--- src/rtl/cascade_rate_divider.sv ---
`default_nettype none
// ============================================================================
// Module      : cascade_rate_divider
// Description : Two-stage programmable rate divider. Stage 1 divides the clock
//               by (period+1) and emits a one-cycle tick; stage 2 counts ticks
//               and emits a one-cycle sub_tick every (sub+1) ticks. Divide
//               values are runtime-loadable through the load strobe.
//               Optional macro RATE_DIV_ONESHOT_EN adds oneshot/done ports
//               that stop the divider after the first sub_tick.
// Revision    : 1.0 - initial release
// ============================================================================
module cascade_rate_divider #(
    parameter int WIDTH          = 28,
    parameter int DEFAULT_PERIOD = 374999,
    parameter int SUB_WIDTH      = 5,
    parameter int DEFAULT_SUB    = 29
) (
    input  logic                 clock,
    input  logic                 resetn,
    input  logic                 enable,
    input  logic                 load,
    input  logic [WIDTH-1:0]     period_in,
    input  logic [SUB_WIDTH-1:0] sub_in,
`ifdef RATE_DIV_ONESHOT_EN
    input  logic                 oneshot,
    output logic                 done,
`endif
    output logic                 tick,
    output logic                 sub_tick,
    output logic [WIDTH-1:0]     count,
    output logic [SUB_WIDTH-1:0] sub_count
);

    localparam logic [WIDTH-1:0]     c_default_period = WIDTH'(DEFAULT_PERIOD);
    localparam logic [SUB_WIDTH-1:0] c_default_sub    = SUB_WIDTH'(DEFAULT_SUB);
    localparam logic [WIDTH-1:0]     c_one            = WIDTH'(1);
    localparam logic [SUB_WIDTH-1:0] c_sub_one        = SUB_WIDTH'(1);

    logic [WIDTH-1:0]     r_period;
    logic [SUB_WIDTH-1:0] r_sub;
    logic [WIDTH-1:0]     r_count;
    logic [SUB_WIDTH-1:0] r_sub_count;
    logic                 r_tick;
    logic                 r_sub_tick;

    logic w_count_zero;
    logic w_sub_zero;
    logic w_freeze;   // divider parked after a one-shot completion
    logic w_finish;   // this enabled edge completes a one-shot run

    assign w_count_zero = (r_count == '0);
    assign w_sub_zero   = (r_sub_count == '0);

`ifdef RATE_DIV_ONESHOT_EN
    logic r_done;

    assign w_freeze = r_done;
    assign w_finish = oneshot & w_count_zero & w_sub_zero;

    // Done latches on the sub_tick edge of a one-shot run; load re-arms it.
    always_ff @(posedge clock or negedge resetn) begin
        if (!resetn) begin
            r_done <= 1'b0;
        end else if (load) begin
            r_done <= 1'b0;
        end else if (enable && !r_done && w_finish) begin
            r_done <= 1'b1;
        end
    end

    assign done = r_done;
`else
    assign w_freeze = 1'b0;
    assign w_finish = 1'b0;
`endif

    // Two cascaded down-counters: load restarts, enable advances, else hold.
    always_ff @(posedge clock or negedge resetn) begin
        if (!resetn) begin
            r_period    <= c_default_period;
            r_sub       <= c_default_sub;
            r_count     <= c_default_period;
            r_sub_count <= c_default_sub;
            r_tick      <= 1'b0;
            r_sub_tick  <= 1'b0;
        end else if (load) begin
            r_period    <= period_in;
            r_sub       <= sub_in;
            r_count     <= period_in;
            r_sub_count <= sub_in;
            r_tick      <= 1'b0;
            r_sub_tick  <= 1'b0;
        end else if (w_freeze) begin
            // Parked: counters already sit at zero, suppress all pulses.
            r_tick      <= 1'b0;
            r_sub_tick  <= 1'b0;
        end else if (enable) begin
            if (w_count_zero) begin
                // Stage-1 terminal count: reload and advance stage 2.
                r_count <= w_finish ? '0 : r_period;
                r_tick  <= 1'b1;
                if (w_sub_zero) begin
                    r_sub_count <= w_finish ? '0 : r_sub;
                    r_sub_tick  <= 1'b1;
                end else begin
                    r_sub_count <= r_sub_count - c_sub_one;
                    r_sub_tick  <= 1'b0;
                end
            end else begin
                r_count    <= r_count - c_one;
                r_tick     <= 1'b0;
                r_sub_tick <= 1'b0;
            end
        end else begin
            r_tick     <= 1'b0;
            r_sub_tick <= 1'b0;
        end
    end

    assign tick      = r_tick;
    assign sub_tick  = r_sub_tick;
    assign count     = r_count;
    assign sub_count = r_sub_count;

endmodule
`default_nettype wire

--- config.mk ---
export PLATFORM = sky130hd
export DESIGN_NAME = cascade_rate_divider
export DESIGN_NICKNAME = d
export VERILOG_FILES = /design/src/rtl/cascade_rate_divider.sv
export SDC_FILE = /design/constraint.sdc
export NUM_CORES = 1
export LEC_CHECK = 0
export ABC_AREA = 1
export CAP_MARGIN = 20
export CORE_ASPECT_RATIO = 0.7
export CORE_MARGIN = 1
export CORE_UTILIZATION = 40
export DETAILED_ROUTE_END_ITERATION = 12
export MAX_ROUTING_LAYER = met4
export PLACE_DENSITY = 0.68
export SLEW_MARGIN = 20
export SYNTH_ARGS = -nofsm -noshare
export SYNTH_HDL_FRONTEND = slang
export SYNTH_SLANG_ARGS = --single-unit
--- constraint.sdc ---
create_clock -name clock -period 2.7 [get_ports clock]
set_input_delay 0.27 -clock clock [delete_from_list [all_inputs] [get_ports clock]]
set_output_delay 0.27 -clock clock [all_outputs]
set_load 0.05 [all_outputs]
==> results of run 1 <==
power groups by stage:
stage / Combinational (mW) / Clock [mW] / Sequential [mW]
4_1_cts: 0.879 / 1.21 / 1.29
6_report: 0.877 / 1.20 / 1.29
3_3_place_gp: 0.862 / 0 / 1.30
5_1_grt: 0.959 / 1.27 / 1.31
2_1_floorplan: 0.358 / 0 / 1.49
3_5_place_dp: 0.872 / 0 / 1.30
cells by family after synthesis:
logic type / count (synthesis) / synth area share
flip-flops: 68 / 0.431
AND/OR/NAND/NOR: 301 / 0.332
AO/OA/AOI/OAI: 95 / 0.141
buffers and inverters: 68 / 0.0718
adder cells (fa/ha/maj): 3 / 0.00929
XOR/XNOR: 7 / 0.0152
layout make-up:
| class | instances | area, um^2 | area share |
|---|---|---|---|
| flip-flops and latches | 68 | 1740 | 0.338 |
| repair buffers | 77 | 758 | 0.147 |
| clock inverters | 2 | 35.0 | 0.00679 |
| inverters | 50 | 189 | 0.0366 |
| clock buffers | 14 | 264 | 0.0512 |
| well taps | 128 | 160 | 0.0310 |
| multi-input cells | 406 | 2010 | 0.390 |
cells in the final DEF, fill, tap and decap left out, drive strengths merged, types with 5 or more instances in the layout:
master	instances
nor2	77
xor2	5
a21oi	18
o21bai	7
dfstp	32
nand3	37
a21boi	13
buf	8
o211ai	5
inv	48
nand2	170
clkdlybuf4s50	69
clkbuf	14
o21ai	46
nand4	10
dfrtp	36
sequential cells by signal (all words and copies together), names as in the netlist:
register,count
r_period,28
sub_tick,1
sub_count,5
tick,1
count,28
r_sub,5
final timing paths:
path | cells after the start | slack, ns | to | from
min in group clock | 3 | 0.39 | r_period[11] | load
min | 1 | -0.01 | count[27] | resetn
max | 1 | 0.64 | count[12] | count[12]
min reg2reg | 2 | 0.46 | r_period[1] | r_period[1]
max reg2reg | 9 | 0.66 | count[24] | count[0]
max in group asynchronous | 2 | 1.98 | count[13] | resetn
routing by layer:
metal / vias up / track usage / routed length, um
li1: 1899 / - / -
met1: 1823 / 0.360 / 6060
met2: 114 / 0.342 / 4800
met3: 9 / 0.0565 / 616
met4: 0 / 0.0599 / 106
met5: - / - / 0
==> results.yml, run 1 <==
routing:
  viasPerCell: 5.16
  ant_nets: 0
  drcViolationCount: 0
  route.detailed.wl_per_inst_um: 15.5
  drtIter0Drc: 295
  drt_wl_total_um: 11600
  dr.pass1.iters: 5
  vias: 3845
finish:
  stdcell_area_mm2: 0.00516
  synthToLayoutAreaGrowth_pct: 27.6
  layout-drive-gt1-share: 0.143
  antenna_cells: 0
  final_nets: 652
  final_cell_count_no_fill: 745
  fillCellCount: 943
  fin_util: 0.529
yosys:
  yosys.cell_count.top_type: "nand2_1"
  ys_types: 41
  ys_ff_latch: 68
  yosys_most_used_dff: "dfrtp_1"
  synth_enable_flop_cells: 0
  syn_area_per_cell_um2: 7.46
  seq_area_frac_synth: 0.431
  ys_async_sr_fraction: 1.00
  mappedNetlistNets: 582
  yosysWarnings: 0
  synthTopCellsByArea: "dfrtp_1, dfstp_2, nand2_1"
  yosysTopAreaCellShare: 0.223
  netlist_instances: 542
  syn_area_mm2: 0.00404
  ys_top_cells_by_count: "nand2_1, nor2_1, inv_1, dfrtp_1, o21ai_0"
  synth_top_area_cell: "dfrtp_1"
global_routing:
  grt_remaining_overflow: 0
  grt_pass1_vias: 3661
  antenna_found_initial: 0
  grt_start_max_net_pins: 41
  gr-usage-all-layers: 0.247
  grt_pass1_wl_um: 19100
critical_path:
  cp-start-kind: "flip-flop"
  path_cells: "clkdlybuf4s50_1"
  crit_type: "flip-flop to output pin"
  max_stage_delay_ns: 0.83
  arrival_ns: 1.79
  path_buf_inv: 1
  end_kind: "output pin"
  worstPathMaxFanout: 6
  critPathTopFamily: "buffers and inverters"
  cp.required_ns: 2.43
  crit_path_top_delay_cell: "clkdlybuf4s50_1"
clocking:
  clk_pin_slew_worst_paths_ns: 0.06
  postCtsSetupBuffers: 0
  root_buffer: "clkbuf_16"
  cts_tree: "yes"
  cts_sinks: 68
  cts_buffers: 9
  cts_max_path_buffers: 2
  h-tree-depth: 3
  cts_resized: 0
  clk-insertion-delay-late_ns: 0.34
  hold_buffers: 0
placed_design:
  port_buffers: 71
  post-place-ws_ns: 0.685
  dpl_cell_area_mm2: 0.00486
  hpwl_um: 8290
  dp_cells: 729
  place_congestion: 0.892
power:
  powerDensity_mw_per_mm2: 652
  power.switching_mw: 1.13
  clkPwrFrac: 0.355
  pwr-share-seq: 0.384
  peakVddDrop_v: 0.000335
  pwr-share-comb: 0.261
  power.internal_mw: 2.24
  switching_share: 0.334
  power_leakage_nw: 2.36
  power_mw: 3.37
floorplanning:
  dieArea_mm2: 0.0105
  die_y_um: 86.1
  rows: 30
  die_x_um: 122
  start_util: 0.414
  coreArea_mm2: 0.00976
  boundaryPins: 72
sta:
  fmax_mhz: 486
  setup_slack_ns: 0.643
  hold_violations: 17
  drv_slew: 0
  clock_skew_ns: 0.00522
  tns_ns: 0
  post-route-period-util: 0.762
  slew_headroom: 0.524
  holdWs_ns: -0.0126
  tightest_slew_ns: 0.715
  fin_crit_ns: 2.06
  setup_viol_count_final: 0
  rsz0062_at_grt: "no"
job:
  drv_cap: 0
hold_path:
  hold_path_class: "input port to async pin"
outcome:
  status: "complete, but fails checks"
  violations: "negative hold slack"
(Power assumes the default switching activity.)
==> inputs of run 2 (changes only) <==
Clock period 2.7 ns to 1.9 ns, I/O delays scaled along.
==> results.yml, run 2 (synthesis gave the netlist of run 1 again) <==
sta:
  slew_headroom: 0.584
  fin_crit_ns: 1.87
  clock_skew_ns: 0.00834
  fmax_mhz: 535
  tightest_slew_ns: 0.625
  post-route-period-util: 0.983
  setup_viol_count_final: 0
  tns_ns: 0
  hold_violations: 0
  setup_slack_ns: 0.0326
  drv_slew: 0
routing:
  drtIter0Drc: 240
  ant_nets: 0
  drcViolationCount: 0
  route.detailed.wl_per_inst_um: 15.3
  drt_wl_total_um: 11800
  vias: 3935
  dr.pass1.iters: 5
  viasPerCell: 5.12
critical_path:
  end_kind: "output pin"
  crit_type: "flip-flop to output pin"
  critPathTopFamily: "buffers and inverters"
  arrival_ns: 1.68
  path_cells: "clkdlybuf4s50_1"
  worstPathMaxFanout: 6
  max_stage_delay_ns: 0.86
  crit_path_top_delay_cell: "clkdlybuf4s50_1"
  rrSetupSlack_ns: 0.11
  path_buf_inv: 1
  cp.required_ns: 1.71
  crit_end: "count[17]"
  path_depth: 1
  cp-start-kind: "flip-flop"
  timing.rr.end: "count[20]"
  worst_r2r_path_depth: 9
  r2r_start: "count[1]"
  startpoint: "count[17]"
clocking:
  cts_tree: "yes"
  cts_max_path_buffers: 2
  clk_pin_slew_worst_paths_ns: 0.06
  clk-insertion-delay-late_ns: 0.34
  h-tree-depth: 3
  root_buffer: "clkbuf_16"
  cts_buffers: 9
  cts_sinks: 68
placed_design:
  place_congestion: 0.948
  dp_cells: 746
  port_buffers: 71
  dpl_cell_area_mm2: 0.00496
  hpwl_um: 8820
  post-place-ws_ns: 0.0791
finish:
  fin_util: 0.545
  final_common_cell: "nand2_1"
  final_cell_count_no_fill: 768
  most-common-layout-cells: "nand2_1, nor2_1, inv_1, clkdlybuf4s50_1, buf_4"
  antenna_cells: 0
  final_nets: 675
  stdcell_area_mm2: 0.00532
  synthToLayoutAreaGrowth_pct: 31.7
  layout-drive-gt1-share: 0.206
global_routing:
  grt_remaining_overflow: 0
  antenna_found_initial: 0
  grt_start_max_net_pins: 32
  gr-usage-all-layers: 0.249
  grt_pass1_wl_um: 19100
  grt_pass1_vias: 3724
job:
  drv_cap: 0
hold_path:
  hold_path_class: "input port to flip-flop"
floorplanning:
  dieArea_mm2: 0.0105
  start_util: 0.414
  boundaryPins: 72
  die_y_um: 86.1
  die_x_um: 122
  coreArea_mm2: 0.00976
  rows: 30
power:
  power_leakage_nw: 2.51
  peakVddDrop_v: 0.000476
  powerDensity_mw_per_mm2: 904
outcome:
  status: "complete, no violations"
run 2: cell types whose count changed in the layout (fill, tap and decap cells not counted), moves of 2 or more:
cell / before / now
clkbuf_1: 3 / 0
clkdlybuf4s50_1: 69 / 46
buf_4: 5 / 42
clkinv_4: 0 / 3
dlygate4sd2_1: 0 / 2
clkbuf_8: 2 / 0
dlymetal6s2s_1: 0 / 4
run 2: how the worst min path moves through the flow:
| stage | from | endpoint | slack, ns | depth (start not counted) |
|---|---|---|---|---|
| floorplan | resetn | count[10] | -0.11 | 0 |
| global placement | resetn | r_period[5] | 0.23 | 1 |
| detailed placement | resetn | count[5] | 0.24 | 1 |
| CTS | load | r_period[11] | 0.1 | 3 |
| global route | load | r_period[11] | 0.11 | 3 |
| finish | load | r_period[11] | 0.12 | 3 |
run 2: final cells by class:
class / instances / area (um^2)
Fill cell: 929 / 4440
Timing Repair Buffer: 99 / 903
Clock inverter: 7 / 75.1
Sequential cell: 68 / 1740
Multi-Input combinational cell: 407 / 2030
Clock buffer: 9 / 225
Tap cell: 128 / 160
Inverter: 50 / 189
run 2: timing repair:
item,CTS,global route
setup buffers,0,4
setup endpoints to repair,2,18
pin swaps,0,2
hold buffers,1,0
gates resized for setup,2,6
gates cloned,0,1
hold endpoints to repair,10,0
run 2: power by group:
| part | switching (mW) | internal, mW | total [mW] | leakage [nW] |
|---|---|---|---|---|
| logic | 0.842 | 0.459 | 1.30 | 1.59 |
| clock network | 0.672 | 1.02 | 1.69 | 0.150 |
| registers | 0.158 | 1.66 | 1.82 | 0.774 |
| total | 1.67 | 3.14 | 4.81 | 2.51 |
run 2: tightest hold or removal path, cell delays in order:
cell and delay [ns]:
buf_2 0.15, nand2_1 0.07, nand2_1 0.05
run 2: layer usage:
layer / vias up / global-route usage / wire [um] / share of wire
met1: 1859 / 0.363 / 5980 / 0.51
met3: 10 / 0.0519 / 769 / 0.065
li1: 1932 / - / - / -
met2: 134 / 0.344 / 4910 / 0.42
met4: 0 / 0.0676 / 104 / 0.0088
met5: - / - / 0 / 0
run 2: stage by stage:
step	power, mW	hold slack, ns
2_1_floorplan	2.63	-0.106
3_3_place_gp	3.11	0.232
3_5_place_dp	3.13	0.240
4_1_cts	4.84	0.0959
5_1_grt	5.04	0.113
6_report	4.81	0.116
